$ cat src/rtl/quire_window_arbiter_pkg.sv
// quire_window_arbiter_pkg: posit<4,0> field widths, arbiter states and the decoded-posit beat type
package quire_window_arbiter_pkg;

    localparam int POSIT_FRAC_W  = 4;
    localparam int POSIT_SCALE_W = 4;
    localparam int QUIRE_W       = 20;

    typedef enum logic {
        ST_IDLE,
        ST_LOCKED
    } arb_state_t;

    typedef struct packed {
        logic                     sow;
        logic                     eow;
        logic [POSIT_FRAC_W-1:0]  fraction;
        logic [POSIT_SCALE_W-1:0] scale;
        logic                     sign;
        logic                     zero;
        logic                     nar;
    } posit_beat_t;

endpackage

$ cat src/rtl/quire_window_arbiter_if.sv
// quire_window_arbiter_if: requester, quire-input and quire-result signals of the window arbiter
interface quire_window_arbiter_if #(
    parameter int NB_REQ = 4,
    parameter int ID_W   = 2
);
    logic [NB_REQ-1:0]   req_rts_i;
    logic [NB_REQ-1:0]   req_rtr_o;
    logic [NB_REQ-1:0]   req_sow_i;
    logic [NB_REQ-1:0]   req_eow_i;
    logic [4*NB_REQ-1:0] req_fraction_i;
    logic [4*NB_REQ-1:0] req_scale_i;
    logic [NB_REQ-1:0]   req_sign_i;
    logic [NB_REQ-1:0]   req_zero_i;
    logic [NB_REQ-1:0]   req_NaR_i;
    logic                q_rtr_i;
    logic                q_rts_o;
    logic                q_sow_o;
    logic                q_eow_o;
    logic [3:0]          q_fraction_o;
    logic [3:0]          q_scale_o;
    logic                q_sign_o;
    logic                q_zero_o;
    logic                q_NaR_o;
    logic                res_rts_i;
    logic                res_rtr_i;
    logic                res_eow_i;
    logic [ID_W-1:0]     res_id_o;
    logic                res_id_vld_o;
    logic                busy_o;
    logic                proto_err_o;

    modport slave (
        input  req_rts_i, req_sow_i, req_eow_i, req_fraction_i, req_scale_i,
        input  req_sign_i, req_zero_i, req_NaR_i, q_rtr_i, res_rts_i, res_rtr_i, res_eow_i,
        output req_rtr_o, q_rts_o, q_sow_o, q_eow_o, q_fraction_o, q_scale_o,
        output q_sign_o, q_zero_o, q_NaR_o, res_id_o, res_id_vld_o, busy_o, proto_err_o
    );

    modport master (
        output req_rts_i, req_sow_i, req_eow_i, req_fraction_i, req_scale_i,
        output req_sign_i, req_zero_i, req_NaR_i, q_rtr_i, res_rts_i, res_rtr_i, res_eow_i,
        input  req_rtr_o, q_rts_o, q_sow_o, q_eow_o, q_fraction_o, q_scale_o,
        input  q_sign_o, q_zero_o, q_NaR_o, res_id_o, res_id_vld_o, busy_o, proto_err_o
    );

endinterface

$ cat src/rtl/quire_window_arbiter_tag_fifo.sv
// quire_window_arbiter_tag_fifo: small synchronous FIFO holding the owner id of each granted window
module quire_window_arbiter_tag_fifo #(
    parameter int W     = 2,
    parameter int DEPTH = 4
) (
    input  logic         clk,
    input  logic         rst_n,
    input  logic         push,
    input  logic         pop,
    input  logic [W-1:0] din,
    output logic         full,
    output logic         empty,
    output logic [W-1:0] head
);

    localparam int AW = $clog2(DEPTH);

    logic [AW:0]  wr_ptr_q, wr_ptr_d, rd_ptr_q, rd_ptr_d;
    logic [W-1:0] mem_q [DEPTH];
    logic         do_push, do_pop;

    // Extra pointer msb tells full from empty; pops on empty and pushes on full are dropped
    always_comb begin
        empty    = wr_ptr_q == rd_ptr_q;
        full     = (wr_ptr_q[AW] != rd_ptr_q[AW]) && (wr_ptr_q[AW-1:0] == rd_ptr_q[AW-1:0]);
        do_push  = push && !full;
        do_pop   = pop && !empty;
        wr_ptr_d = wr_ptr_q + (AW+1)'(do_push);
        rd_ptr_d = rd_ptr_q + (AW+1)'(do_pop);
        head     = mem_q[rd_ptr_q[AW-1:0]];
    end

    // Pointer registers
    always_ff @(posedge clk) begin
        if (!rst_n) begin
            wr_ptr_q <= '0;
            rd_ptr_q <= '0;
        end else begin
            wr_ptr_q <= wr_ptr_d;
            rd_ptr_q <= rd_ptr_d;
        end
    end

    // Storage needs no reset: entries are only read once the pointers say they are valid
    always_ff @(posedge clk) begin
        if (do_push) mem_q[wr_ptr_q[AW-1:0]] <= din;
    end

endmodule

$ cat src/rtl/quire_window_arbiter.sv
// quire_window_arbiter: round-robin grant of whole sow..eow windows onto one quire, with owner tagging of results
module quire_window_arbiter
    import quire_window_arbiter_pkg::*;
#(
    parameter int NB_REQ    = 4,
    parameter int ID_W      = 2,
    parameter int TAG_DEPTH = 4
) (
    input  logic                 clk,
    input  logic                 rst_n,
    quire_window_arbiter_if.slave bus
);

    arb_state_t        state_q, state_d;
    logic [ID_W-1:0]   grant_q, grant_d;
    logic [ID_W-1:0]   rr_ptr_q, rr_ptr_d;
    logic              first_q, first_d;
    logic              err_q, err_d;
    logic [NB_REQ-1:0] elig, req_rtr;
    logic              push, pop, fifo_full, fifo_empty, xfer;
    logic [ID_W-1:0]   fifo_head;
    posit_beat_t       beat;

    // First eligible lane at or after ptr, wrapping at NB_REQ
    function automatic logic [ID_W-1:0] rr_pick(input logic [NB_REQ-1:0] e, input logic [ID_W-1:0] ptr);
        logic [ID_W-1:0] pick;
        int              idx;
        pick = ptr;
        for (int i = NB_REQ - 1; i >= 0; i--) begin
            idx = (int'(ptr) + i) % NB_REQ;
            if (e[idx]) pick = ID_W'(idx);
        end
        return pick;
    endfunction

    // Arbitrate in IDLE, forward the granted lane in LOCKED, and flag protocol violations
    always_comb begin
        state_d  = state_q;
        grant_d  = grant_q;
        rr_ptr_d = rr_ptr_q;
        first_d  = first_q;
        err_d    = err_q;
        push     = 1'b0;
        req_rtr  = '0;
        beat     = '0;
        xfer     = 1'b0;
        elig     = bus.req_rts_i & bus.req_sow_i;
        pop      = bus.res_rts_i && bus.res_rtr_i && bus.res_eow_i;
        if (pop && fifo_empty) err_d = 1'b1;
        if (state_q == ST_IDLE) begin
            if (|(bus.req_rts_i & ~bus.req_sow_i)) err_d = 1'b1;
            if (|elig && !fifo_full) begin
                grant_d = rr_pick(elig, rr_ptr_q);
                push    = 1'b1;
                first_d = 1'b1;
                state_d = ST_LOCKED;
            end
        end else begin
            beat.sow         = bus.req_sow_i[grant_q];
            beat.eow         = bus.req_eow_i[grant_q];
            beat.fraction    = bus.req_fraction_i[POSIT_FRAC_W*int'(grant_q) +: POSIT_FRAC_W];
            beat.scale       = bus.req_scale_i[POSIT_SCALE_W*int'(grant_q) +: POSIT_SCALE_W];
            beat.sign        = bus.req_sign_i[grant_q];
            beat.zero        = bus.req_zero_i[grant_q];
            beat.nar         = bus.req_NaR_i[grant_q];
            req_rtr[grant_q] = bus.q_rtr_i;
            xfer             = bus.req_rts_i[grant_q] && bus.q_rtr_i;
            if (xfer) begin
                first_d = 1'b0;
                if (beat.sow && !first_q) err_d = 1'b1;
                if (beat.eow) begin
                    state_d  = ST_IDLE;
                    rr_ptr_d = (grant_q == ID_W'(NB_REQ - 1)) ? '0 : grant_q + 1'b1;
                end
            end
        end
    end

    // State and bookkeeping registers
    always_ff @(posedge clk) begin
        if (!rst_n) begin
            state_q  <= ST_IDLE;
            grant_q  <= '0;
            rr_ptr_q <= '0;
            first_q  <= 1'b0;
            err_q    <= 1'b0;
        end else begin
            state_q  <= state_d;
            grant_q  <= grant_d;
            rr_ptr_q <= rr_ptr_d;
            first_q  <= first_d;
            err_q    <= err_d;
        end
    end

    quire_window_arbiter_tag_fifo #(
        .W     (ID_W),
        .DEPTH (TAG_DEPTH)
    ) u_tag_fifo (
        .clk   (clk),
        .rst_n (rst_n),
        .push  (push),
        .pop   (pop),
        .din   (grant_d),
        .full  (fifo_full),
        .empty (fifo_empty),
        .head  (fifo_head)
    );

    assign bus.req_rtr_o    = req_rtr;
    assign bus.q_rts_o      = (state_q == ST_LOCKED) && bus.req_rts_i[grant_q];
    assign bus.q_sow_o      = beat.sow;
    assign bus.q_eow_o      = beat.eow;
    assign bus.q_fraction_o = beat.fraction;
    assign bus.q_scale_o    = beat.scale;
    assign bus.q_sign_o     = beat.sign;
    assign bus.q_zero_o     = beat.zero;
    assign bus.q_NaR_o      = beat.nar;
    assign bus.res_id_o     = fifo_empty ? '0 : fifo_head;
    assign bus.res_id_vld_o = !fifo_empty;
    assign bus.busy_o       = state_q == ST_LOCKED;
    assign bus.proto_err_o  = err_q;

endmodule

$ cat src/flat_wrapper.sv
// flat-port wrapper written by rule: the top's interface ports become plain ports
module quire_window_arbiter_flat import quire_window_arbiter_pkg::*;
#(
    parameter int NB_REQ    = 4,
    parameter int ID_W      = 2,
    parameter int TAG_DEPTH = 4
)
  (clk, rst_n, bus_req_rts_i, bus_req_sow_i, bus_req_eow_i, bus_req_fraction_i, bus_req_scale_i, bus_req_sign_i, bus_req_zero_i, bus_req_NaR_i, bus_q_rtr_i, bus_res_rts_i, bus_res_rtr_i, bus_res_eow_i, bus_req_rtr_o, bus_q_rts_o, bus_q_sow_o, bus_q_eow_o, bus_q_fraction_o, bus_q_scale_o, bus_q_sign_o, bus_q_zero_o, bus_q_NaR_o, bus_res_id_o, bus_res_id_vld_o, bus_busy_o, bus_proto_err_o);
  quire_window_arbiter_if #(.NB_REQ(NB_REQ), .ID_W(ID_W)) bus_i ();
  input  logic clk;
  input  logic rst_n;
  input wire logic [$bits(bus_i.req_rts_i)-1:0] bus_req_rts_i;
  input wire logic [$bits(bus_i.req_sow_i)-1:0] bus_req_sow_i;
  input wire logic [$bits(bus_i.req_eow_i)-1:0] bus_req_eow_i;
  input wire logic [$bits(bus_i.req_fraction_i)-1:0] bus_req_fraction_i;
  input wire logic [$bits(bus_i.req_scale_i)-1:0] bus_req_scale_i;
  input wire logic [$bits(bus_i.req_sign_i)-1:0] bus_req_sign_i;
  input wire logic [$bits(bus_i.req_zero_i)-1:0] bus_req_zero_i;
  input wire logic [$bits(bus_i.req_NaR_i)-1:0] bus_req_NaR_i;
  input wire logic [$bits(bus_i.q_rtr_i)-1:0] bus_q_rtr_i;
  input wire logic [$bits(bus_i.res_rts_i)-1:0] bus_res_rts_i;
  input wire logic [$bits(bus_i.res_rtr_i)-1:0] bus_res_rtr_i;
  input wire logic [$bits(bus_i.res_eow_i)-1:0] bus_res_eow_i;
  output wire logic [$bits(bus_i.req_rtr_o)-1:0] bus_req_rtr_o;
  output wire logic [$bits(bus_i.q_rts_o)-1:0] bus_q_rts_o;
  output wire logic [$bits(bus_i.q_sow_o)-1:0] bus_q_sow_o;
  output wire logic [$bits(bus_i.q_eow_o)-1:0] bus_q_eow_o;
  output wire logic [$bits(bus_i.q_fraction_o)-1:0] bus_q_fraction_o;
  output wire logic [$bits(bus_i.q_scale_o)-1:0] bus_q_scale_o;
  output wire logic [$bits(bus_i.q_sign_o)-1:0] bus_q_sign_o;
  output wire logic [$bits(bus_i.q_zero_o)-1:0] bus_q_zero_o;
  output wire logic [$bits(bus_i.q_NaR_o)-1:0] bus_q_NaR_o;
  output wire logic [$bits(bus_i.res_id_o)-1:0] bus_res_id_o;
  output wire logic [$bits(bus_i.res_id_vld_o)-1:0] bus_res_id_vld_o;
  output wire logic [$bits(bus_i.busy_o)-1:0] bus_busy_o;
  output wire logic [$bits(bus_i.proto_err_o)-1:0] bus_proto_err_o;
  assign bus_i.req_rts_i = bus_req_rts_i;
  assign bus_i.req_sow_i = bus_req_sow_i;
  assign bus_i.req_eow_i = bus_req_eow_i;
  assign bus_i.req_fraction_i = bus_req_fraction_i;
  assign bus_i.req_scale_i = bus_req_scale_i;
  assign bus_i.req_sign_i = bus_req_sign_i;
  assign bus_i.req_zero_i = bus_req_zero_i;
  assign bus_i.req_NaR_i = bus_req_NaR_i;
  assign bus_i.q_rtr_i = bus_q_rtr_i;
  assign bus_i.res_rts_i = bus_res_rts_i;
  assign bus_i.res_rtr_i = bus_res_rtr_i;
  assign bus_i.res_eow_i = bus_res_eow_i;
  assign bus_req_rtr_o = bus_i.req_rtr_o;
  assign bus_q_rts_o = bus_i.q_rts_o;
  assign bus_q_sow_o = bus_i.q_sow_o;
  assign bus_q_eow_o = bus_i.q_eow_o;
  assign bus_q_fraction_o = bus_i.q_fraction_o;
  assign bus_q_scale_o = bus_i.q_scale_o;
  assign bus_q_sign_o = bus_i.q_sign_o;
  assign bus_q_zero_o = bus_i.q_zero_o;
  assign bus_q_NaR_o = bus_i.q_NaR_o;
  assign bus_res_id_o = bus_i.res_id_o;
  assign bus_res_id_vld_o = bus_i.res_id_vld_o;
  assign bus_busy_o = bus_i.busy_o;
  assign bus_proto_err_o = bus_i.proto_err_o;
  quire_window_arbiter #(.NB_REQ(NB_REQ), .ID_W(ID_W), .TAG_DEPTH(TAG_DEPTH)) u_core (.clk(clk), .rst_n(rst_n), .bus(bus_i));
endmodule
$ cat config.mk
export PLATFORM = sky130hd
export DESIGN_NAME = quire_window_arbiter_flat
export DESIGN_NICKNAME = d
export VERILOG_FILES = /design/src/rtl/quire_window_arbiter_pkg.sv /design/src/rtl/quire_window_arbiter_if.sv /design/src/rtl/quire_window_arbiter_tag_fifo.sv /design/src/rtl/quire_window_arbiter.sv /design/src/flat_wrapper.sv
export SDC_FILE = /design/constraint.sdc
export NUM_CORES = 1
export LEC_CHECK = 0
export CORE_UTILIZATION = 43
export DETAILED_ROUTE_END_ITERATION = 8
export PLACE_DENSITY_LB_ADDON = 0.25
export SLEW_MARGIN = 30
export SYNTH_ARGS = -nofsm -noshare
export SYNTH_HDL_FRONTEND = slang
export SYNTH_HIERARCHICAL = 1
export SYNTH_SLANG_ARGS = --single-unit
$ cat constraint.sdc
create_clock -name clk -period 4.74 [get_ports clk]
set_input_delay 0.948 -clock clk [delete_from_list [all_inputs] [get_ports clk]]
set_output_delay 0.948 -clock clk [all_outputs]
set_load 0.05 [all_outputs]
==> results of run 1 <==
==> power by group through the flow <==
| stage | combinational, W | clock, W | sequential, W |
|---|---|---|---|
| 2_1_floorplan | 0.000177 | 0 | 0.000223 |
| 3_3_place_gp | 0.000280 | 0 | 0.000226 |
| 3_5_place_dp | 0.000288 | 0 | 0.000228 |
| 4_1_cts | 0.000289 | 0.000115 | 0.000224 |
| 5_1_grt | 0.000307 | 0.000125 | 0.000227 |
| 6_report | 0.000288 | 0.000111 | 0.000223 |
==> cell type report <==
type                            instances  area [sq um]  share of cell area, %
Tap cell                               48         60.06                  2.347
Multi-Input combinational cell        114          1077                  42.10
Timing Repair Buffer                   86         855.8                  33.45
Sequential cell                        21         500.5                  19.56
Clock inverter                          1         5.005                 0.1956
Clock buffer                            3         41.29                  1.614
Inverter                                5         18.77                 0.7335
==> worst reg2reg max path, cell delays in order (launching register included) <==
cell	delay, ns
sky130_fd_sc_hd__dfxtp_1	0.47
sky130_fd_sc_hd__xor2_1	0.31
sky130_fd_sc_hd__nor3_1	0.15
sky130_fd_sc_hd__a311oi_2	0.51
sky130_fd_sc_hd__nand2b_1	0.15
sky130_fd_sc_hd__a311oi_1	0.46
==> kinds of logic after synthesis <==
kind of cell,after synthesis
AND/OR/NAND/NOR,60
adder cells (fa/ha/maj),8
XOR/XNOR,8
AO/OA/AOI/OAI,20
buffers and inverters,11
flip-flops,21
multiplexers,18
==> final timing paths <==
| check | cells past startpoint | slack, ns | to |
|---|---|---|---|
| worst min register to register | 2 | 0.50 | u_core/rr_ptr_q[0]$_SDFFE_PN0P_ |
| worst max register to register | 5 | 2.34 | u_core/u_tag_fifo/mem_q[0][0]$_DFFE_PP_ |
| worst min-delay path | 2 | 0.50 | u_core/rr_ptr_q[0]$_SDFFE_PN0P_ |
| worst max-delay path | 4 | 0.91 | bus_q_sow_o |
==> registers in the layout, indices dropped and copies added (netlist names) <==
register,cells
u_core/u_tag_fifo/mem_q,8
u_core/u_tag_fifo/rd_ptr_q,3
u_core/u_tag_fifo/wr_ptr_q,3
u_core/grant_q,2
u_core/rr_ptr_q,2
u_core/bus.busy_o,1
u_core/bus.proto_err_o,1
u_core/first_q,1
==> synthesized netlist by cell type <==
master	instances	area (sq um)
sky130_fd_sc_hd__a311oi_2	1	15.01
sky130_fd_sc_hd__clkbuf_1	2	7.510
sky130_fd_sc_hd__mux4_1	3	78.83
sky130_fd_sc_hd__nand2_4	1	11.26
sky130_fd_sc_hd__nand4_1	1	6.260
sky130_fd_sc_hd__nor2_1	5	18.77
sky130_fd_sc_hd__nor3_2	1	10.01
sky130_fd_sc_hd__a21bo_2	1	10.01
sky130_fd_sc_hd__mux2i_1	2	20.02
sky130_fd_sc_hd__nand2_1	7	26.28
sky130_fd_sc_hd__buf_2	2	10.01
sky130_fd_sc_hd__edfxtp_1	8	240.2
sky130_fd_sc_hd__and2_1	21	131.4
sky130_fd_sc_hd__or3_1	1	6.260
sky130_fd_sc_hd__a311oi_1	4	35.03
sky130_fd_sc_hd__nand3b_1	2	15.01
sky130_fd_sc_hd__o311a_1	1	10.01
sky130_fd_sc_hd__xnor2_1	3	26.28
sky130_fd_sc_hd__xor2_1	5	43.79
sky130_fd_sc_hd__mux4_2	13	292.8
sky130_fd_sc_hd__o21ai_0	2	10.01
sky130_fd_sc_hd__nand3_1	2	10.01
sky130_fd_sc_hd__buf_6	2	22.52
sky130_fd_sc_hd__and3_1	6	37.54
sky130_fd_sc_hd__o31a_1	2	17.52
sky130_fd_sc_hd__or4b_1	1	10.01
sky130_fd_sc_hd__o21a_1	1	7.510
sky130_fd_sc_hd__a22oi_1	1	7.510
sky130_fd_sc_hd__ha_1	8	100.1
sky130_fd_sc_hd__nor2b_1	2	12.51
sky130_fd_sc_hd__a211oi_1	1	7.510
sky130_fd_sc_hd__and3_4	1	11.26
sky130_fd_sc_hd__inv_1	5	18.77
sky130_fd_sc_hd__a31oi_1	2	12.51
sky130_fd_sc_hd__nand2b_1	6	37.54
sky130_fd_sc_hd__a41oi_1	1	8.760
sky130_fd_sc_hd__nor3_1	3	15.01
sky130_fd_sc_hd__a21oi_1	3	15.01
sky130_fd_sc_hd__dfxtp_1	13	260.3
==> routing by layer <==
layer,GRT usage [%],routed length [microns],up-vias
met1,26.73,1682,724
met5,0,0,-
met4,4.261,48,0
met2,43.22,2377,69
met3,4.710,296,10
li1,-,-,730
==> metrics by stage <==
stage,setup slack (ns),std cells,hold WS [ns],utilization [%],area (sq um)
after CTS,0.9239,278,0.4964,69.89,2559
final,0.9120,278,0.4956,69.89,2559
after global placement,0.9859,274,0.4692,68.63,2512
after detailed placement,0.9264,274,0.4857,68.63,2512
after global routing,0.8650,278,0.5249,69.89,2559
after floorplan,1.996,146,0.4462,-,1637
==> results.txt, run 1 <==
----------------------------------------------------
[Finish]
  Nets@finish ... 301
  Commonest cells after routing, fill and taps aside ... sky130_fd_sc_hd__clkdlybuf4s50_1 (84), sky130_fd_sc_hd__and2_1 (21), sky130_fd_sc_hd__mux4_2 (13), sky130_fd_sc_hd__dfxtp_1 (13)
  Area delta synth->final ... 56.35%
  Ant. Diodes ... 0
  Leading cell type in the layout, fill and taps excluded ... sky130_fd_sc_hd__clkdlybuf4s50_1
  Share of layout cells above drive strength 1 ... between 10% and 20%
  Fill cells ... 268

[Pwr]
  Leakage power of the design ... 0.9926 nW
  Power share of the sequential group ... 35.9%
  Switching fraction of total power ... 35.48%
  Sw Pwr ... 0.0002209 W
  Design Power ... ~0.00062 W
  Comb power frac ... 46.3%
  Internal Dissipation ... 0.0004018 W
  Total power per unit cell area ... 243.4 nW/um^2
  Worst vdd ir ... 297.1 uV
  Clock network power share ... 17.8%

[Setup path]
  CP required ... around 3.8 ns
  Arrival time at the worst endpoint ... 2.88 ns
  Type of element launching the critical path ... primary input
  Gate family responsible for the most delay along the worst path ... buffers and inverters
  Crit path kind ... in2out
  Worst path slowest cell ... sky130_fd_sc_hd__clkdlybuf4s50_1
  Critical Path Source ... bus_req_sow_i[2]
  Cell with the most instances on the worst path ... sky130_fd_sc_hd__clkdlybuf4s50_1
  Maximum fanout encountered on the critical timing path ... 5
  R2R Path Start ... u_core/u_tag_fifo/rd_ptr_q[1]$_SDFF_PN0_
  Largest stage delay, worst path ... ~0.7 ns
  Cell breakdown of the critical path ... clkdlybuf4s50_1, mux4_1, and2_1, clkdlybuf4s50_1
  Count of buffering cells on the critical path with inverters included ... 2
  Type of destination of the critical path ... output port

[Timing]
  Headroom to the max-slew limit ... ~55%
  Clock period minus worst slack ... 3.828 ns
  Hold Fails Final Rpt ... 0
  Setup Viol. Count Final ... 0
  Fin crit share ... 80.76%
  Summed negative setup slack over all endpoints ... 0 ns
  Max-slew violation count ... 0
  Setup skew after layout ... approximately 0.0031 ns
  Setup repair after global routing missed its margin ... no
  Maximum clock frequency ... 0.2612 GHz
  Slew at the pin closest to its max-slew limit ... 0.6762 ns

[GRT]
  Total GRT Usage ... 23.04%
  Initial antenna violation count ... 0
  Maximum number of pins on one net before global-route repair ... 25
  Number of global-route vias before repair ... 1,540
  Overflow left after global routing ... 0
  Wire length of the first global-routing pass ... 7231 microns

[Worst hold path]
  Origin of the worst min-delay path ... u_core/rr_ptr_q[0]$_SDFFE_PN0P_
  Min-delay worst type ... reg2reg

[Clocking]
  Post-CTS resize count ... 0
  H-tree levels ... 1
  Buffer cell driving the clock tree root ... sky130_fd_sc_hd__clkbuf_8
  Clk pin slew, worst setup/hold paths ... 0.07 ns
  CTS max path bufs ... 2
  Number of CTS-inserted buffers ... 3
  Clk_lat worst skew ... 0.25 ns
  # clock sinks ... 21
  Buffer count from post-CTS setup fixing ... 0
  Clock tree from TritonCTS ... built
  Number of buffers inserted for hold repair after clock tree synthesis ... 0

[Drt]
  Post-detailed-routing wire length ... 4405 microns
  Starting DRT DRC Count ... 65
  Vias after detailed routing ... about 1,500
  Routed WL per cell ... 15.85 microns
  Residual antenna-violating net count after detailed routing ... 0
  Detailed-route DRC error count ... 0
  First drt pass iteration count ... 6
  Via count normalized by instance count ... 5.514

[Floorplan]
  Chip Width ... 63.69 microns
  Y dimension of the die ... 63.69 microns
  IO Count ... 85
  Std-Cell Rows ... 22
  Die area ... 4056 sq um
  Placeable core area ... 3661 sq um
  Initial core utilization ... 44.70%

[Place]
  PortBufs ... 84
  Dpl hpwl ... ~3700 microns
  Final weighted congestion in routability-driven placement ... 0.8649

[Synth]
  Synthesized area ... 1637 sq um
  Unique masters post-synth ... 39
  Arithmetic-cell share of the synthesized area counting full adders, half adders and majority gates ... roughly 6.1%
  Post-synthesis compound-gate area fraction ... a little under a tenth
  Post-synthesis register bit count ... 21
  Largest family of logic cells by synthesized area ... multiplexers
  Mean area per synthesized cell ... 11.21 sq um
  Number of nets in the synthesized netlist ... 216
  Mux share of post-synthesis cell area ... a little under a quarter
  Yosys warns ... 6
  Synth Instances ... 146
  Part of the Yosys area used for sequential elements ... slightly above 30%
  Xor/xnor cell area share of the yosys netlist ... 4.281%
  Simple-gate portion of the synthesized area ... 21.94%

[Job]
  Max-cap violations ... 0

[Status]
  Outcome ... finished, final reports clean

----------------------------------------------------
Power figures use the tool's default switching activity.
==> run 2: changes to the inputs <==
CORE_UTILIZATION = 36   (was 43)
clock period = 3.3 ns   (was 4.74 ns; I/O delays follow)
==> run 2 against run 1 <==
Via count fell by 2.4%. Sequential share of layout area decreased by 0.086 points. Largest cell class unchanged. Critical endpoint is now bus_q_fraction_o[2]. Count of clock-buffer cells in the layout is 1 higher. Critical path type unchanged. Non-clock buffer count increased by 1.
==> results.txt, run 2 (synthesis gave the netlist of run 1 again) <==
----------------------------------------------------
[Status]
  Outcome ... finished, final reports clean (unchanged)

[Pwr]
  Total power per unit cell area ... 348.0 nW/um^2 (was 243.4 nW/um^2)
  Worst vdd ir ... 218.6 uV (was 297.1 uV)
  Leakage power of the design ... 1.006 nW (was 0.9926 nW)

[Floorplan]
  Initial core utilization ... 37.59% (was 44.70%)
  IO Count ... 85 (unchanged)
  Y dimension of the die ... 69.43 microns (was 63.69 microns)
  Chip Width ... 69.43 microns (was 63.69 microns)
  Placeable core area ... 4354 sq um (was 3661 sq um)
  Die area ... 4820 sq um (was 4056 sq um)
  Std-Cell Rows ... 24 (was 22)

[Clocking]
  CTS max path bufs ... 2 (unchanged)
  Clock tree from TritonCTS ... built (unchanged)
  # clock sinks ... 21 (unchanged)
  Clk pin slew, worst setup/hold paths ... 0.07 ns (about the same)
  H-tree levels ... 1 (unchanged)
  Clk_lat worst skew ... 0.25 ns (about the same)
  Post-CTS resize count ... 0 (unchanged)
  Buffer cell driving the clock tree root ... sky130_fd_sc_hd__clkbuf_8 (unchanged)
  Number of CTS-inserted buffers ... 3 (unchanged)
  Buffer count from post-CTS setup fixing ... 0 (unchanged)
  Number of buffers inserted for hold repair after clock tree synthesis ... 0 (unchanged)

[Drt]
  Vias after detailed routing ... 1,496 (was 1,533)
  Detailed-route DRC error count ... 0 (unchanged)
  Routed WL per cell ... 14.97 microns (was 15.85 microns)
  First drt pass iteration count ... 4 (was 6)
  Starting DRT DRC Count ... 43 (was 65)
  Residual antenna-violating net count after detailed routing ... 0 (unchanged)
  Post-detailed-routing wire length ... 4237 microns (was 4405 microns)
  Via count normalized by instance count ... 5.286 (was 5.514)

[Finish]
  Leading cell type in the layout, fill and taps excluded ... sky130_fd_sc_hd__clkdlybuf4s50_1 (unchanged)
  Area delta synth->final ... 57.03% (was 56.35%)
  Ant. Diodes ... 0 (unchanged)
  Multi-input gate area in the final layout ... 1077 sq um (unchanged)
  Nets@finish ... 302 (was 301)
  Flip-flop count of the largest register, all copies and words added ... 8 (unchanged)
  Post-layout util ... 59.02% (was 69.89%)
  Storage element area ... 500.5 sq um (unchanged)
  Commonest cells after routing, fill and taps aside ... sky130_fd_sc_hd__clkdlybuf4s50_1 (79), sky130_fd_sc_hd__and2_1 (21), sky130_fd_sc_hd__mux4_2 (13), sky130_fd_sc_hd__dfxtp_1 (13) (was sky130_fd_sc_hd__clkdlybuf4s50_1 (84), sky130_fd_sc_hd__and2_1 (21), sky130_fd_sc_hd__mux4_2 (13), sky130_fd_sc_hd__dfxtp_1 (13))
  Fill cells ... 385 (was 268)
  Share of layout cells above drive strength 1 ... 12.55% (was 10.43%)
  Non-filler cells, final ... 283 (was 278)

[Timing]
  Slack of the critical path ... 0.2424 ns (was 0.9120 ns)
  Setup repair after global routing missed its margin ... no (unchanged)
  Max-slew violation count ... 0 (unchanged)
  Summed negative setup slack over all endpoints ... 0 ns (unchanged)
  Setup skew after layout ... 0.003529 ns (was 0.003071 ns)
  Headroom to the max-slew limit ... 54.21% (was 54.86%)
  Clock period minus worst slack ... 3.058 ns
  Setup Viol. Count Final ... 0 (unchanged)
  Hold Fails Final Rpt ... 0 (unchanged)
  Slew at the pin closest to its max-slew limit ... 0.6858 ns (was 0.6762 ns)
  Fin crit share ... 92.66%
  Maximum clock frequency ... approximately 0.33 GHz
  Final hold slack ... 0.4944 ns (was 0.4956 ns)

[Worst hold path]
  Min-delay worst type ... reg2reg (unchanged)
  Origin of the worst min-delay path ... u_core/rr_ptr_q[0]$_SDFFE_PN0P_ (unchanged)
  Worst Hold End ... u_core/rr_ptr_q[0]$_SDFFE_PN0P_ (unchanged)
  Cell depth of the worst hold path ... 2 (unchanged)

[Place]
  PortBufs ... 84 (unchanged)
  Post-Place Setup Slack ... 0.2393 ns (was 0.9264 ns)
  Dpl hpwl ... 3456 microns (was 3656 microns)
  Final weighted congestion in routability-driven placement ... 0.7725 (was 0.8649)
  Placed Cells incl. Taps ... 279 (was 274)

[GRT]
  Initial antenna violation count ... 0 (unchanged)
  Met1 global-route usage ... 24.25% (was 26.73%)
  Overflow left after global routing ... 0 (unchanged)
  Met3 Track Usage GR ... 2.180% (was 4.710%)
  Total GRT Usage ... 18.12% (was 23.04%)
  GRT busiest layer ... met2 (unchanged)
  Global routing usage on met2 ... 31.93% (was 43.22%)
  Maximum number of pins on one net before global-route repair ... 25 (unchanged)
  Wire length of the first global-routing pass ... 7127 microns (was 7231 microns)
  Number of global-route vias before repair ... 1,460 (was 1,540)

[Setup path]
  Arrival time at the worst endpoint ... 2.40 ns (was 2.88 ns)
  Logic depth of the worst register-to-register path ... 6 (was 5)
  Worst path slowest cell ... sky130_fd_sc_hd__clkdlybuf4s50_1 (unchanged)
  Largest stage delay, worst path ... 0.69 ns (was 0.71 ns)
  Type of destination of the critical path ... output port (unchanged)
  Cell breakdown of the critical path ... clkdlybuf4s50_1, mux4_2, and2_1, clkdlybuf4s50_1 (was clkdlybuf4s50_1, mux4_1, and2_1, clkdlybuf4s50_1)
  Type of element launching the critical path ... primary input (unchanged)
  CP required ... 2.64 ns (was 3.79 ns)
  Maximum fanout encountered on the critical timing path ... 1 (was 5)
  FF-to-FF End ... u_core/u_tag_fifo/mem_q[1][1]$_DFFE_PP_ (was u_core/u_tag_fifo/mem_q[0][0]$_DFFE_PP_)
  Count of buffering cells on the critical path with inverters included ... 2 (unchanged)
  FF-to-FF setup slack ... 1.04 ns (was 2.34 ns)
  R2R Path Start ... u_core/u_tag_fifo/rd_ptr_q[0]$_SDFF_PN0_ (was u_core/u_tag_fifo/rd_ptr_q[1]$_SDFF_PN0_)
  Gate family responsible for the most delay along the worst path ... buffers and inverters (unchanged)
  Cell with the most instances on the worst path ... sky130_fd_sc_hd__clkdlybuf4s50_1 (unchanged)
  Crit path kind ... in2out (unchanged)

[Job]
  Max-cap violations ... 0 (unchanged)

----------------------------------------------------
-- run 2: area by class of cell --
cell class | count | share of cell area [%]
multi-input cells | 114 | 41.92
clock buffers | 4 | 1.753
repair buffers | 87 | 33.59
well taps | 52 | 2.532
flip-flops and latches | 21 | 19.47
inverters | 5 | 0.7303
-- run 2: power breakdown --
part / internal [W] / switching [W] / leakage (nW)
combinational: 0.000203 / 0.000217 / 0.803
clock: 0.0000856 / 0.0000737 / 0.0228
sequential: 0.000293 / 0.0000225 / 0.181
-- run 2: worst register-to-register path: cells and delay by family (launching register included) --
| kind | cells | cell delay, ns |
|---|---|---|
| AOI/OAI and AO/OA | 2 | 0.71 |
| xor gates and xnor gates | 1 | 0.31 |
| buffers and inverters | 1 | 0.19 |
| DFF | 1 | 0.47 |
| and+or+nand+nor | 2 | 0.24 |
-- run 2: routing by layer --
layer / up-vias / share of wire, %
li1: 734 / -
met1: 713 / 43
met2: 49 / 50
met3: 0 / 6.3
met4: 0 / 0
met5: - / 0
-- run 2: worst max path at each step --
stage / startpoint / end / slack (ns) / cells past startpoint
final: bus_req_fraction_i[14] / bus_q_fraction_o[2] / 0.24 / 4
after global placement: bus_req_fraction_i[14] / bus_q_fraction_o[2] / 0.24 / 4
after floorplan: u_core/grant_q[0]$_SDFF_PN0_ / bus_q_fraction_o[0] / 1.08 / 4
after detailed placement: bus_req_fraction_i[14] / bus_q_fraction_o[2] / 0.24 / 4
after CTS: bus_req_fraction_i[14] / bus_q_fraction_o[2] / 0.24 / 4
after global routing: bus_req_fraction_i[14] / bus_q_fraction_o[2] / 0.20 / 4
-- run 2: through the flow --
stage / power [W] / cell area, sq um
after floorplan: 0.0005735 / 1637
after global placement: 0.0007383 / 2525
after detailed placement: 0.0007436 / 2525
after CTS: 0.0009063 / 2570
after global routing: 0.0009432 / 2570
final: 0.0008944 / 2570
==> run 3: changes to the inputs <==
CORE_UTILIZATION = 40   (was 36)
SLEW_MARGIN = default   (was 30)
clock period = 3.2 ns   (was 3.3 ns; I/O delays follow)
==> run 3 against run 2 <==
Cell area down 1.4%. Wire length is 6.5% higher. Cell count down 1.4%. Clock power grew 10%. Hold slack better by 0.0047 ns. Critical path depth shrank 1. Sequential power increased by 4%. Sequential cell count unchanged. Non-clock buffer count unchanged. Global-route usage increased by 1.9 points. First-iteration DRC count is 2.3% higher.
==> results.txt, run 3 (synthesis gave the netlist of run 1 again) <==
----------------------------------------------------
[Setup path]
  CP required ... 2.56 ns (was 2.64 ns)
  Cell breakdown of the critical path ... mux4_1, nor2b_1, clkdlybuf4s50_1 (was clkdlybuf4s50_1, mux4_2, and2_1, clkdlybuf4s50_1)
  Type of destination of the critical path ... output port (unchanged)
  Type of element launching the critical path ... flop (was primary input)
  R2R Path Start ... u_core/u_tag_fifo/rd_ptr_q[0]$_SDFF_PN0_ (unchanged)
  Largest stage delay, worst path ... 0.72 ns (was 0.69 ns)
  Critical Path Stages ... 3 (was 4)
  FF-to-FF setup slack ... 0.92 ns (was 1.04 ns)
  Worst path slowest cell ... sky130_fd_sc_hd__clkdlybuf4s50_1 (unchanged)
  Arrival time at the worst endpoint ... 2.19 ns (was 2.40 ns)
  Logic depth of the worst register-to-register path ... 5 (was 6)
  Crit path kind ... reg2out (was in2out)
  Count of buffering cells on the critical path with inverters included ... 1 (was 2)
  FF-to-FF End ... u_core/u_tag_fifo/mem_q[0][0]$_DFFE_PP_ (was u_core/u_tag_fifo/mem_q[1][1]$_DFFE_PP_)
  CP Capture Point ... bus_res_id_o[1] (was bus_q_fraction_o[2])
  Critical Path Source ... u_core/u_tag_fifo/rd_ptr_q[0]$_SDFF_PN0_ (was bus_req_fraction_i[14])
  Maximum fanout encountered on the critical timing path ... 5 (was 1)
  Gate family responsible for the most delay along the worst path ... buffers and inverters (unchanged)

[Floorplan]
  Std-Cell Rows ... 22 (was 24)
  Die area ... 4351 sq um (was 4820 sq um)
  Y dimension of the die ... 65.97 microns (was 69.43 microns)
  IO Count ... 85 (unchanged)
  Initial core utilization ... 43.08% (was 37.59%)
  Chip Width ... 65.97 microns (was 69.43 microns)
  Placeable core area ... 3799 sq um (was 4354 sq um)

[Pwr]
  Internal Dissipation ... 0.0005921 W (was 0.0005814 W)
  Leakage power of the design ... 1.016 nW (was 1.006 nW)
  Sw Pwr ... 0.0003342 W (was 0.0003129 W)
  Total power per unit cell area ... 365.6 nW/um^2 (was 348.0 nW/um^2)
  Clock network power share ... 18.8% (was 17.8%)
  Comb power frac ... 45.7% (was 47.0%)
  Worst vdd ir ... 304.8 uV (was 218.6 uV)
  Power share of the sequential group ... 35.5% (was 35.2%)
  Switching fraction of total power ... 36.08% (was 34.99%)
  Design Power ... 0.0009263 W (was 0.0008944 W)

[Finish]
  Leading cell type in the layout, fill and taps excluded ... sky130_fd_sc_hd__clkdlybuf4s50_1 (unchanged)
  Fill cells ... 318 (was 385)
  Storage element area ... 500.5 sq um (unchanged)
  Flip-flop count of the largest register, all copies and words added ... 8 (unchanged)
  Area delta synth->final ... 54.82% (was 57.03%)
  Multi-input gate area in the final layout ... 1077 sq um (unchanged)
  Commonest cells after routing, fill and taps aside ... sky130_fd_sc_hd__clkdlybuf4s50_1 (70), sky130_fd_sc_hd__and2_1 (21), sky130_fd_sc_hd__buf_4 (17), sky130_fd_sc_hd__mux4_2 (13), sky130_fd_sc_hd__dfxtp_1 (13) (was sky130_fd_sc_hd__clkdlybuf4s50_1 (79), sky130_fd_sc_hd__and2_1 (21), sky130_fd_sc_hd__mux4_2 (13), sky130_fd_sc_hd__dfxtp_1 (13))
  Nets@finish ... 302 (unchanged)
  Ant. Diodes ... 0 (unchanged)
  Share of layout cells above drive strength 1 ... 16.88% (was 12.55%)

[Clocking]
  Clk_lat worst skew ... 0.26 ns (was 0.25 ns)
  Buffer count from post-CTS setup fixing ... 0 (unchanged)
  # clock sinks ... 21 (unchanged)
  Clk pin slew, worst setup/hold paths ... 0.08 ns (was 0.07 ns)
  Number of buffers inserted for hold repair after clock tree synthesis ... 0 (unchanged)
  CTS max path bufs ... 2 (unchanged)
  Clock tree from TritonCTS ... built (unchanged)
  H-tree levels ... 1 (unchanged)
  Buffer cell driving the clock tree root ... sky130_fd_sc_hd__clkbuf_8 (unchanged)
  Post-CTS resize count ... 0 (unchanged)
  Number of CTS-inserted buffers ... 3 (unchanged)

[Place]
  Dpl hpwl ... 3701 microns (was 3456 microns)
  PortBufs ... 84 (unchanged)
  Final weighted congestion in routability-driven placement ... 0.8198 (was 0.7725)

[GRT]
  Overflow left after global routing ... 0 (unchanged)
  Number of global-route vias before repair ... 1,430 (was 1,460)
  Wire length of the first global-routing pass ... 6679 microns (was 7127 microns)
  Maximum number of pins on one net before global-route repair ... 25 (unchanged)
  Initial antenna violation count ... 0 (unchanged)
  Total GRT Usage ... 20.03% (was 18.12%)

[Drt]
  Routed WL per cell ... 16.17 microns (was 14.97 microns)
  Via count normalized by instance count ... 5.548 (was 5.286)
  Starting DRT DRC Count ... 44 (was 43)
  Detailed-route DRC error count ... 0 (unchanged)
  Residual antenna-violating net count after detailed routing ... 0 (unchanged)
  Vias after detailed routing ... 1,548 (was 1,496)
  First drt pass iteration count ... 4 (unchanged)
  Post-detailed-routing wire length ... 4512 microns (was 4237 microns)

[Job]
  Max-cap violations ... 0 (unchanged)

[Timing]
  Max-slew violation count ... 0 (unchanged)
  Final hold slack ... 0.4991 ns (was 0.4944 ns)
  Setup skew after layout ... 0.001781 ns (was 0.003529 ns)
  Setup repair after global routing missed its margin ... no (unchanged)
  Hold Fails Final Rpt ... 0 (unchanged)
  Setup Viol. Count Final ... 0 (unchanged)
  Summed negative setup slack over all endpoints ... 0 ns (unchanged)
  Headroom to the max-slew limit ... 54.23% (was 54.21%)
  Fin crit share ... 88.50%
  Clock period minus worst slack ... approximately 2.8 ns
  Maximum clock frequency ... 0.3531 GHz
  Slew at the pin closest to its max-slew limit ... 0.6856 ns (was 0.6858 ns)

[Worst hold path]
  Min-delay worst type ... reg2reg (unchanged)
  Cell depth of the worst hold path ... 2 (unchanged)

[Status]
  Outcome ... finished, final reports clean (unchanged)

----------------------------------------------------
==> run 3: power by group through the flow <==
stage / registers (W) / logic (W) / clock network (W)
6_report: 0.000329 / 0.000423 / 0.000175
5_1_grt: 0.000334 / 0.000448 / 0.000188
4_1_cts: 0.000330 / 0.000425 / 0.000181
3_5_place_dp: 0.000336 / 0.000423 / 0
3_3_place_gp: 0.000335 / 0.000419 / 0
2_1_floorplan: 0.000330 / 0.000262 / 0
==> run 3: routing by layer <==
layer  GRT usage [%]  vias up  part of all wire (%)
li1                -      728                     -
met1           23.59      738                    38
met2           37.50       76                    51
met3           3.621        6                    10
met4           3.989        0                   1.1
met5               0        -                     0
==> run 3: final cells by class <==
cell class                      instances  area share (%)
Tap cell                               48           2.370
Multi-Input combinational cell        114           42.52
Inverter                                5          0.7407
Timing Repair Buffer                   87           32.69
Sequential cell                        21           19.75
Clock inverter                          1          0.2963
Clock buffer                            3           1.630
==> run 3: tightest hold or removal path: stages, from the launching register on <==
cell and delay (ns):
sky130_fd_sc_hd__dfxtp_1 0.33, sky130_fd_sc_hd__nand2_1 0.06, sky130_fd_sc_hd__mux2i_1 0.06
==> run 3: stage by stage <==
stage                     instances  worst slack [ns]  util (%)  instance area [sq um]
after floorplan                 146            0.9980         -                   1637
final                           279            0.3680     66.70                   2534
after CTS                       279            0.3239     66.70                   2534
after global placement          275            0.4029     65.42                   2485
after global routing            279            0.2426     66.70                   2534
after detailed placement        275            0.3841     65.42                   2485
==> run 3: how the worst min path moves through the flow <==
| stage | startpoint | endpoint | slack [ns] |
|---|---|---|---|
| 2_1_floorplan | u_core/rr_ptr_q[0]$_SDFFE_PN0P_ | u_core/rr_ptr_q[0]$_SDFFE_PN0P_ | 0.45 |
| 3_3_place_gp | u_core/rr_ptr_q[0]$_SDFFE_PN0P_ | u_core/rr_ptr_q[0]$_SDFFE_PN0P_ | 0.47 |
| 3_5_place_dp | u_core/first_q$_SDFFE_PN0P_ | u_core/first_q$_SDFFE_PN0P_ | 0.49 |
| 4_1_cts | u_core/rr_ptr_q[0]$_SDFFE_PN0P_ | u_core/rr_ptr_q[0]$_SDFFE_PN0P_ | 0.51 |
| 5_1_grt | u_core/rr_ptr_q[0]$_SDFFE_PN0P_ | u_core/rr_ptr_q[0]$_SDFFE_PN0P_ | 0.52 |
| 6_report | u_core/rr_ptr_q[0]$_SDFFE_PN0P_ | u_core/rr_ptr_q[0]$_SDFFE_PN0P_ | 0.50 |
